$ cat config.mk
export PLATFORM = sky130hd
export DESIGN_NAME = pipe_stage_chain_flat
export DESIGN_NICKNAME = d
export VERILOG_FILES = /design/src/rtl/pipe_stage_chain_if.sv /design/src/rtl/pipe_stage_chain.sv /design/src/flat_wrapper.sv
export SDC_FILE = /design/constraint.sdc
export NUM_CORES = 1
export LEC_CHECK = 0
export CAP_MARGIN = 20
export CORE_UTILIZATION = 49
export DETAILED_ROUTE_END_ITERATION = 7
export PLACE_DENSITY = 0.82
export SYNTH_ARGS = -nofsm -noshare
export SYNTH_HDL_FRONTEND = slang
export SYNTH_SLANG_ARGS = --single-unit
$ cat constraint.sdc
create_clock -name clk -period 2.3 [get_ports clk]
set_clock_uncertainty 0.15 [all_clocks]
set_input_delay 0.23 -clock clk [delete_from_list [all_inputs] [get_ports clk]]
set_output_delay 0.23 -clock clk [all_outputs]
set_load 0.02 [all_outputs]
$ cat src/rtl/pipe_stage_chain_if.sv
// Handshake and control bundle for pipe_stage_chain: upstream/downstream
// valid-ready pairs, flush controls and the occupancy report.
interface pipe_stage_chain_if #(
    parameter int WIDTH  = 32,
    parameter int STAGES = 4
);
    localparam int OCC_W = $clog2(STAGES + 1);

    logic                 in_valid;
    logic [WIDTH-1:0]     in_data;
    logic                 in_ready;
    logic                 out_valid;
    logic [WIDTH-1:0]     out_data;
    logic                 out_ready;
    logic [STAGES-1:0]    flush;
    logic                 flush_all;
    logic [OCC_W-1:0]     occupancy;

    // master drives the chain (producer, consumer and flush control)
    modport master (
        output in_valid, in_data, out_ready, flush, flush_all,
        input  in_ready, out_valid, out_data, occupancy
    );

    modport slave (
        input  in_valid, in_data, out_ready, flush, flush_all,
        output in_ready, out_valid, out_data, occupancy
    );
endinterface

$ cat src/rtl/pipe_stage_chain.sv
// Elastic chain of STAGES valid/data registers with bubble collapsing,
// per-stage and global flush, and a registered live-entry count.
module pipe_stage_chain #(
    parameter int               WIDTH  = 32,
    parameter int               STAGES = 4,
    parameter logic [WIDTH-1:0] NOP    = WIDTH'(32'h0000_0013)
) (
    input logic               clk,
    input logic               reset,
    pipe_stage_chain_if.slave bus
);
    localparam int OCC_W = $clog2(STAGES + 1);
    localparam int LAST  = STAGES - 1;

    logic [STAGES-1:0] v;
    logic [WIDTH-1:0]  d [STAGES];

    logic [STAGES-1:0] adv;
    logic [STAGES-1:0] free;
    logic [STAGES-1:0] v_next;
    logic [WIDTH-1:0]  d_next [STAGES];
    logic [OCC_W-1:0]  occ_next;
    logic [OCC_W-1:0]  occ;
    logic              take;

    // Readiness ripples from the output back toward stage 0, which lets
    // younger entries close up behind a stalled older one.
    always_comb begin
        adv       = '0;
        free      = '0;
        adv[LAST]  = v[LAST] & ~bus.flush[LAST] & bus.out_ready;
        free[LAST] = ~v[LAST] | bus.flush[LAST] | adv[LAST];
        for (int i = LAST - 1; i >= 0; i--) begin
            adv[i]  = v[i] & ~bus.flush[i] & free[i+1];
            free[i] = ~v[i] | bus.flush[i] | adv[i];
        end
    end

    assign bus.in_ready = free[0] & ~bus.flush_all;
    assign take         = bus.in_valid & bus.in_ready;

    always_comb begin
        v_next   = '0;
        occ_next = '0;
        for (int i = 0; i < STAGES; i++) begin
            d_next[i] = NOP;
        end

        if (take) begin
            v_next[0] = 1'b1;
            d_next[0] = bus.in_data;
        end else if (!free[0]) begin
            v_next[0] = v[0];
            d_next[0] = d[0];
        end

        for (int i = 1; i < STAGES; i++) begin
            if (adv[i-1]) begin
                v_next[i] = 1'b1;
                d_next[i] = d[i-1];
            end else if (!free[i]) begin
                v_next[i] = v[i];
                d_next[i] = d[i];
            end
        end

        // flush_all wins over every per-stage decision
        if (bus.flush_all) begin
            v_next = '0;
            for (int i = 0; i < STAGES; i++) begin
                d_next[i] = NOP;
            end
        end

        for (int i = 0; i < STAGES; i++) begin
            occ_next = occ_next + OCC_W'(v_next[i]);
        end
    end

    always_ff @(posedge clk or negedge reset) begin
        if (!reset) begin
            v   <= '0;
            occ <= '0;
            for (int i = 0; i < STAGES; i++) begin
                d[i] <= NOP;
            end
        end else begin
            v   <= v_next;
            occ <= occ_next;
            for (int i = 0; i < STAGES; i++) begin
                d[i] <= d_next[i];
            end
        end
    end

    // A last-stage entry being flushed this cycle is never offered downstream.
    assign bus.out_valid = v[LAST] & ~bus.flush[LAST];
    assign bus.out_data  = bus.out_valid ? d[LAST] : NOP;
    assign bus.occupancy = occ;
endmodule

$ cat src/flat_wrapper.sv
// flat-port wrapper written by rule: the top's interface ports become plain ports
module pipe_stage_chain_flat 
#(
    parameter int               WIDTH  = 32,
    parameter int               STAGES = 4,
    parameter logic [WIDTH-1:0] NOP    = WIDTH'(32'h0000_0013)
)
  (clk, reset, bus_in_valid, bus_in_data, bus_out_ready, bus_flush, bus_flush_all, bus_in_ready, bus_out_valid, bus_out_data, bus_occupancy);
  pipe_stage_chain_if #(.WIDTH(WIDTH), .STAGES(STAGES)) bus_i ();
  input logic clk;
  input logic reset;
  input wire logic [$bits(bus_i.in_valid)-1:0] bus_in_valid;
  input wire logic [$bits(bus_i.in_data)-1:0] bus_in_data;
  input wire logic [$bits(bus_i.out_ready)-1:0] bus_out_ready;
  input wire logic [$bits(bus_i.flush)-1:0] bus_flush;
  input wire logic [$bits(bus_i.flush_all)-1:0] bus_flush_all;
  output wire logic [$bits(bus_i.in_ready)-1:0] bus_in_ready;
  output wire logic [$bits(bus_i.out_valid)-1:0] bus_out_valid;
  output wire logic [$bits(bus_i.out_data)-1:0] bus_out_data;
  output wire logic [$bits(bus_i.occupancy)-1:0] bus_occupancy;
  assign bus_i.in_valid = bus_in_valid;
  assign bus_i.in_data = bus_in_data;
  assign bus_i.out_ready = bus_out_ready;
  assign bus_i.flush = bus_flush;
  assign bus_i.flush_all = bus_flush_all;
  assign bus_in_ready = bus_i.in_ready;
  assign bus_out_valid = bus_i.out_valid;
  assign bus_out_data = bus_i.out_data;
  assign bus_occupancy = bus_i.occupancy;
  pipe_stage_chain #(.WIDTH(WIDTH), .STAGES(STAGES), .NOP(NOP)) u_core (.clk(clk), .reset(reset), .bus(bus_i));
endmodule
==> summary.md, run 1 <==
| Metric | Value |
|---|---|
| Status | `finished, final reports clean` |
| Worst Reg-to-Reg Cells | `6` |
| Int Pwr | `0.00419 W` |
| Synth Net Count | `464` |
| Clock root cell | `clkbuf_8` |
| Buf/Inv on CP | `2` |
| Reg2reg setup slack | `around 0.12 ns` |
| Vias per cell | `5.62` |
| Synthesized area | `approximately 0.0055 sq mm` |
| Leakage power total | `3.57 nW` |
| Area delta synth->final | `31.9%` |
| TritonCTS clock tree | `done` |
| Max transition margin | `around 52%` |
| Post-Syn Instances | `420` |
| Drt first pass iters | `5` |
| Post-synth top flop | `dfrtp_1` |
| Port buffer count | `77` |
| RSZ-0062 raised after global routing | `false` |
| Multi-input logic area | `0.00196 sq mm` |
| ANT cells | `0` |
| Avg Inst Size Synth | `13.0 sq um` |
| Fmax | `0.451 GHz` |
| Number of global-route vias before repair | `4087` |
| Fin crit share | `96.4%` |
| Clock latency on the worst-skew pair | `around 0.52 ns` |
| CP endpoint kind | `primary output` |
| Final hold vios | `0` |
| Starting density of the core | `50.3%` |
| GRT Util Overall | `23.4%` |
| Worst-path cell chain | `nor3b_4, buf_6, and3_4, nor2_1, clkdlybuf4s15_1` |
| RePlAce Congestion | `~0.83` |
| Tmin final | `between 2 and 2.5 ns` |
| CP max stage cell | `dfrtp_1` |
| Register Area | `around 0.0034 sq mm` |
| Final net count | `around 570` |
| Starting DRT DRC Count | `~220` |
| Width of the die | `108 microns` |
| Die Y | `108 microns` |
| Critical Path RT | `1.92 ns` |
| Critical path arrival | `1.84 ns` |
| Largest fanout on the critical path | `6` |
| Unique cell type count in the Yosys netlist | `31` |
| Core area | `~0.011 sq mm` |
| Fill count | `around 770` |
| Worst r2r src | `u_core.v[2]` |
| Die ar. | `0.0116 sq mm` |
| CTS Sinks | `135` |
| Routed wire length | `12400 microns` |
| CP Launch Type | `register` |
| I/O Pins | `78` |
| Power per cell area | `734 mW/mm^2` |
| MaxCap Viol Count | `0` |
| Total gr overflow | `0` |
| HPWL after DPL | `around 8000 microns` |
| Clock slew at reported path FFs | `0.06 ns` |
| First-pass GRT wire length | `20300 microns` |
| Initial antenna violation count | `0` |
| Clock power frac | `50.1%` |
| Final Slew Violations | `0` |
| Peak VDD IR | `391 uV` |
| CP delay by family, top | `simple AND/OR/NAND/NOR gates` |
| DRC | `0` |
| Total CTS buffers | `17` |
| Row count | `38` |
| WL/cell | `18.3 microns` |
| Worst Tran Pin Value | `0.710 ns` |
| Fin Setup TNS | `0 ns` |
| H-tree depth | `4` |
| Fin util | `66.4%` |
| Vias | `3811` |
| R2r endpoint | `u_core.bus.occupancy[1]` |
| Largest net degree at the start of global routing | `62` |
| Setup CP Type | `reg -> out` |
| CP peak stage delay | `0.37 ns` |
| Hold crit path type | `in -> async` |
| Register bit total from synthesis | `about 140` |
| Endpoints failing setup | `0` |
| Routed Antenna Nets | `0` |
| Flop pwr share | `45.7%` |
| Fraction of registers with async set/reset | `100%` |
| Number of synthesized flops with an enable pin | `0` |
| Yosys Warn Count | `0` |
| Switching Fraction | `21.0%` |
| Longest Clk Path Bufs | `2` |
| Logic pwr share | `4.2%` |
| Sequential share of the synthesized area | `61.9%` |
| Switch Pwr | `~0.0011 W` |
| Share of layout cells above drive strength 1 | `17.8%` |
-- worst register-to-register path: stages (launching register included) --
cell and delay (ns):
dfrtp_1 0.35, nor3b_2 0.30, nand3_1 0.18, nand2_1 0.13, ha_1 0.26, fa_1 0.37
ha_1 0.31
-- cell usage after synthesis (3+ instances only) --
| cell type | n | area share, % |
|---|---|---|
| a22o_1 | 87 | 14 |
| a2bb2oi_1 | 3 | 0.48 |
| and2_1 | 29 | 3.3 |
| buf_2 | 14 | 1.3 |
| buf_6 | 4 | 0.82 |
| clkbuf_1 | 12 | 0.82 |
| dfrtp_1 | 123 | 56 |
| dfstp_2 | 12 | 5.8 |
| mux2i_1 | 27 | 4.9 |
| nand2_1 | 32 | 2.2 |
| nand2b_1 | 33 | 3.8 |
| nand3_1 | 3 | 0.27 |
| nor2_1 | 5 | 0.34 |
| nor2_2 | 3 | 0.34 |
| nor2b_1 | 3 | 0.34 |
| nor3b_2 | 3 | 0.69 |
| o22a_1 | 6 | 0.96 |
| o32a_1 | 3 | 0.55 |
-- area by class of cell --
| class | instances | area share [%] |
|---|---|---|
| flip-flops and latches | 135 | 47.0 |
| clock inverters | 13 | 2.11 |
| repair buffers | 118 | 15.5 |
| well taps | 140 | 2.42 |
| clock buffers | 19 | 5.97 |
| multi-input cells | 253 | 27.1 |
-- how the worst max path moves through the flow --
| stage | startpoint | end | slack (ns) | cells past startpoint |
|---|---|---|---|---|
| 2_1_floorplan | u_core.v[3] | u_core.bus.occupancy[1] | 0.20 | 7 |
| 3_3_place_gp | bus_flush_all | u_core.bus.occupancy[1] | -0.17 | 7 |
| 3_5_place_dp | bus_flush_all | u_core.bus.occupancy[1] | -0.25 | 7 |
| 4_1_cts | u_core.v[3] | bus_out_valid | 0.004 | 3 |
| 5_1_grt | u_core.v[3] | bus_in_ready | 0.01 | 5 |
| 6_report | u_core.v[3] | bus_in_ready | 0.08 | 5 |
-- per-stage QoR --
stage | setup slack [ns] | total power [W] | hold WS [ns] | std cells | area, sq um
final | 0.0831 | 0.00531 | 0.0877 | 678 | 7230
after global routing | 0.0150 | 0.00547 | 0.121 | 678 | 7230
after CTS | 0.00442 | 0.00535 | 0.0966 | 673 | 7180
after detailed placement | -0.245 | 0.00269 | 0.0836 | 640 | 6610
after global placement | -0.168 | 0.00268 | 0.0745 | 640 | 6610
after floorplan | 0.204 | 0.00252 | -0.216 | 420 | 5480
-- logic make-up (layout without fill, tap and decap cells) --
| kind of cell | Yosys count | after routing | synth area share, % |
|---|---|---|---|
| compound gates | 105 | 105 | 16.8 |
| buf+inv | 32 | 150 | 3.20 |
| flops | 135 | 135 | 61.9 |
| fa+ha+maj | 3 | 3 | 0.822 |
| mux | 27 | 27 | 4.93 |
| simple gates | 118 | 118 | 12.4 |
-- per-layer routing --
layer,GRT usage [%],up-vias,wire [microns],share of wire [%]
li1,-,1740,-,-
met1,29.3,1923,5210,42
met2,39.0,125,6300,51
met3,5.69,23,621,5.0
met4,9.30,0,267,2.2
met5,0,-,0,0
-- power groups by stage --
stage	clock, W	combinational [W]	sequential, W
after CTS	0.00270	0.000225	0.00242
after floorplan	0	0.0000604	0.00246
after detailed placement	0	0.000222	0.00246
final	0.00266	0.000222	0.00242
after global placement	0	0.000215	0.00246
after global routing	0.00280	0.000244	0.00243
-- what timing repair did --
| action | in CTS | in global routing |
|---|---|---|
| resized for setup | 37 | 1 |
| setup endpoints to repair | 33 | 2 |
| hold endpoints to repair | 84 | 0 |
| hold buffers | 1 | 0 |
| setup buffers | 0 | 4 |
-- layout by cell type (no fill, tap or decap), drive strengths merged --
| master | n |
|---|---|
| o32a | 3 |
| dfstp | 12 |
| nor3b | 3 |
| dlygate4sd3 | 1 |
| a211o | 1 |
| a2bb2oi | 3 |
| a32o | 2 |
| a211oi | 1 |
| dlygate4sd2 | 32 |
| clkbuf | 19 |
| dfrtp | 123 |
| nand2 | 32 |
| clkinv | 5 |
| or3b | 3 |
| a31oi | 1 |
| o22a | 6 |
| inv | 1 |
| nand3 | 3 |
| and2 | 29 |
| nor2b | 3 |
| clkdlybuf4s15 | 1 |
| clkinvlp | 4 |
| nor3 | 1 |
| and4bb | 1 |
| nand2b | 33 |
| dlymetal6s2s | 1 |
| bufinv | 3 |
| a21oi | 1 |
| and3 | 2 |
| fa | 1 |
| nor2 | 8 |
| a22o | 87 |
| ha | 2 |
| mux2i | 27 |
| buf | 41 |
| clkdlybuf4s50 | 42 |
-- state kept, by name, summed over array words and instances, names as in the netlist --
signal                cells
u_core.v                  4
u_core.d                128
u_core.bus.occupancy      3
Note: power is estimated with default switching activity, not from simulation.
==> inputs of run 2 (changes only) <==
--- a/config.mk
+++ b/config.mk
@@ -5,10 +5,12 @@
 export SDC_FILE = /design/constraint.sdc
 export NUM_CORES = 1
 export LEC_CHECK = 0
+export ABC_AREA = 1
 export CAP_MARGIN = 20
 export CORE_UTILIZATION = 49
 export DETAILED_ROUTE_END_ITERATION = 7
-export PLACE_DENSITY = 0.82
+export PLACE_DENSITY = 0.81
+export REMOVE_ABC_BUFFERS = 1
 export SYNTH_ARGS = -nofsm -noshare
 export SYNTH_HDL_FRONTEND = slang
 export SYNTH_SLANG_ARGS = --single-unit
==> run 2 against run 1 <==
Net effect: die area is 5.9% higher; combinational power is 11% higher; first-iteration DRC count is 26% higher; routed wire length is 11% higher.
==> summary.md, run 2 <==
| Metric | Value |
|---|---|
| Peak VDD IR | `430 uV (was 391 uV)` |
| Vias per cell | `5.23 (was 5.62)` |
| Vias | `4599 (was 3811)` |
| R2r endpoint | `u_core.bus.occupancy[1] (unchanged)` |
| Routed wire length | `13700 microns (was 12400 microns)` |
| Clock latency on the worst-skew pair | `0.41 ns (was 0.52 ns)` |
| Top-count cell post-synth | `inv_1 (was dfrtp_1)` |
| Post-synth top flop | `dfrtp_1 (unchanged)` |
| Synthesized area | `0.00581 sq mm (was 0.00548 sq mm)` |
| Core area | `0.0115 sq mm (was 0.0109 sq mm)` |
| Width of the die | `111 microns (was 108 microns)` |
| CP peak stage delay | `0.60 ns (was 0.37 ns)` |
| Most frequent cells in the layout | `143 x inv_1, 123 x dfrtp_1, 95 x nand2_1, 58 x o22ai_1, 51 x clkdlybuf4s50_1 (was 123 x dfrtp_1, 87 x a22o_1, 42 x clkdlybuf4s50_1, 33 x nand2b_1, 33 x buf_4)` |
| Fmax | `0.451 GHz (about the same)` |
| Most common cell after layout, fill and taps aside | `inv_1 (was dfrtp_1)` |
| DRC | `0 (unchanged)` |
| Critical Path RT | `1.92 ns (about the same)` |
| Tmin final | `2.22 ns (about the same)` |
| CP endpoint kind | `primary output (unchanged)` |
| Max transition margin | `65.0% (was 52.5%)` |
| Number of global-route vias before repair | `4777 (was 4087)` |
| Worst Setup SP | `u_core.v[3] (unchanged)` |
| ANT cells | `0 (unchanged)` |
| TritonCTS clock tree | `done (unchanged)` |
| Longest Clk Path Bufs | `2 (unchanged)` |
| Reg with most FFs | `u_core.d (unchanged)` |
| Initial antenna violation count | `0 (unchanged)` |
| Row count | `39 (was 38)` |
| Reg2reg setup slack | `0.20 ns (was 0.12 ns)` |
| Starting DRT DRC Count | `277 (was 219)` |
| Share of layout cells above drive strength 1 | `14.8% (was 17.8%)` |
| Largest fanout on the critical path | `14 (was 6)` |
| Clock root cell | `clkbuf_16 (was clkbuf_8)` |
| Register bit total from synthesis | `135 (unchanged)` |
| Routed Antenna Nets | `0 (unchanged)` |
| Setup CP Type | `reg -> out (unchanged)` |
| Final Slew Violations | `0 (unchanged)` |
| Synth area leader | `dfrtp_1 (unchanged)` |
| Worst r2r src | `u_core.v[3] (was u_core.v[2])` |
| Post-DP Area | `0.00682 sq mm (was 0.00661 sq mm)` |
| RSZ-0062 raised after global routing | `false (unchanged)` |
| Number of synthesized flops with an enable pin | `0 (unchanged)` |
| CTS Sinks | `135 (unchanged)` |
| Power per cell area | `707 mW/mm^2 (was 734 mW/mm^2)` |
| MaxCap Viol Count | `0 (unchanged)` |
| Worst Tran Pin Value | `0.525 ns (was 0.710 ns)` |
| RePlAce Congestion | `0.868 (was 0.830)` |
| Yosys Warn Count | `0 (unchanged)` |
| Hold_ws | `0.200 ns (was 0.0877 ns)` |
| Yosys top cell area share | `53.0% (was 56.2%)` |
| Status | `finished, final reports clean (unchanged)` |
| WL/cell | `15.6 microns (was 18.3 microns)` |
| Worst Reg-to-Reg Cells | `7 (was 6)` |
| Total gr overflow | `0 (unchanged)` |
| Die Y | `111 microns (was 108 microns)` |
| First-pass GRT wire length | `23000 microns (was 20300 microns)` |
| Critical path arrival | `1.84 ns (about the same)` |
| Fill count | `840 (was 771)` |
| GRT Util Overall | `23.7% (was 23.4%)` |
| Buf/Inv on CP | `2 (unchanged)` |
| Post-Syn Instances | `633 (was 420)` |
| CP Launch Type | `register (unchanged)` |
| Final hold vios | `0 (unchanged)` |
| Final net count | `768 (was 569)` |
| CP delay by family, top | `buffers and inverters (was simple AND/OR/NAND/NOR gates)` |
| Commonest cells in the netlist | `143 x inv_1, 123 x dfrtp_1, 95 x nand2_1 (was 123 x dfrtp_1, 87 x a22o_1, 33 x nand2b_1)` |
| Unique cell type count in the Yosys netlist | `28 (was 31)` |
| Max reg flops | `128 (unchanged)` |
| Sequential share of the synthesized area | `58.4% (was 61.9%)` |
| Largest net degree at the start of global routing | `59 (was 62)` |
| Leakage power total | `3.67 nW (was 3.57 nW)` |
| HPWL after DPL | `8620 microns (was 7870 microns)` |
| Drt first pass iters | `5 (unchanged)` |
| Clock slew at reported path FFs | `0.06 ns (about the same)` |
| Finished Cell Area | `0.00743 sq mm (was 0.00723 sq mm)` |
| Fin crit share | `96.3% (was 96.4%)` |
| I/O Pins | `78 (unchanged)` |
| # Post-CTS Setup Buffers | `0 (unchanged)` |
| Port buffer count | `77 (unchanged)` |
| Area delta synth->final | `27.9% (was 31.9%)` |
| H-tree depth | `4 (unchanged)` |
| Area contributors post-synth | `dfrtp_1 53%, inv_1 9.2%, o22ai_1 6.2% (was dfrtp_1 56%, a22o_1 14%, dfstp_2 5.8%)` |
| Endpoints failing setup | `0 (unchanged)` |
| Starting density of the core | `50.7% (was 50.3%)` |
| Die ar. | `0.0123 sq mm (was 0.0116 sq mm)` |
| Total CTS buffers | `17 (unchanged)` |
| Avg Inst Size Synth | `9.18 sq um (was 13.0 sq um)` |
| Hold crit path type | `in -> async (unchanged)` |
| CP max stage cell | `clkdlybuf4s50_1 (was dfrtp_1)` |
| Worst-path cell chain | `nand2_1, buf_4, nor2_1, clkdlybuf4s50_1 (was nor3b_4, buf_6, and3_4, nor2_1, clkdlybuf4s15_1)` |
| Fraction of registers with async set/reset | `100% (unchanged)` |
-- run 2: stage by stage --
step	util (%)	instances	total power, W	worst slack, ns	TNS (ns)
after global routing	64.8	880	0.00541	0.0141	0
final	64.8	880	0.00526	0.0847	0
after floorplan	-	599	0.00253	-0.449	-1.03
after CTS	64.5	880	0.00529	0.0212	0
after global placement	59.4	847	0.00269	-0.0192	-0.0192
after detailed placement	59.4	847	0.00270	-0.140	-0.463
-- run 2: where the power goes --
group | switching (W) | leakage [nW] | internal (W)
Combinational | 0.000140 | 1.58 | 0.000106
Sequential | 0.00000815 | 1.83 | 0.00241
Clock | 0.000989 | 0.272 | 0.00161
Total | 0.00114 | 3.67 | 0.00412
-- run 2: layout make-up --
type	count	area, sq um	area share [%]
timing repair buffer	106	1040	14.0
inverter	146	551	7.41
sequential	135	3390	45.7
multi-input combinational	318	1690	22.7
clock buffer	23	488	6.57
tap	143	179	2.41
clock inverter	9	91.3	1.23
-- run 2: worst register-to-register path, delay by kind of cell, from the launching register on --
family,cells,cell delay (ns)
fa+ha+maj,3,0.97
flops,1,0.42
simple gates,3,0.31
compound gates,1,0.13
-- run 2: kinds of logic after synthesis --
group	Yosys count	synth area share, %
and+or+nand+nor	187	14.8
buffers and inverters	180	12.7
DFF	135	58.4
AOI/OAI and AO/OA	128	13.3
adders and majority gates	3	0.775
-- run 2: layer usage --
layer	share of wire, %	track usage, %	up-vias
met3	5.4	4.81	48
met5	0	0	-
met4	3.3	13.8	0
li1	-	-	2163
met1	40	28.4	2223
met2	51	39.8	165
-- run 2: worst max-delay path by stage --
stage                                    to  cells after the start
floorplan           u_core.bus.occupancy[1]                      8
global placement    u_core.bus.occupancy[1]                      9
detailed placement  u_core.bus.occupancy[1]                      9
CTS                         bus_out_data[3]                      4
global route                  bus_out_valid                      4
finish                     bus_out_data[20]                      4
-- run 2: timing repair --
| action | CTS | global route |
|---|---|---|
| endpoints found under the setup margin | 10 | 16 |
| resized for setup | 10 | 16 |
| endpoints found under the hold margin | 55 | 0 |
| hold buffers | 1 | 0 |
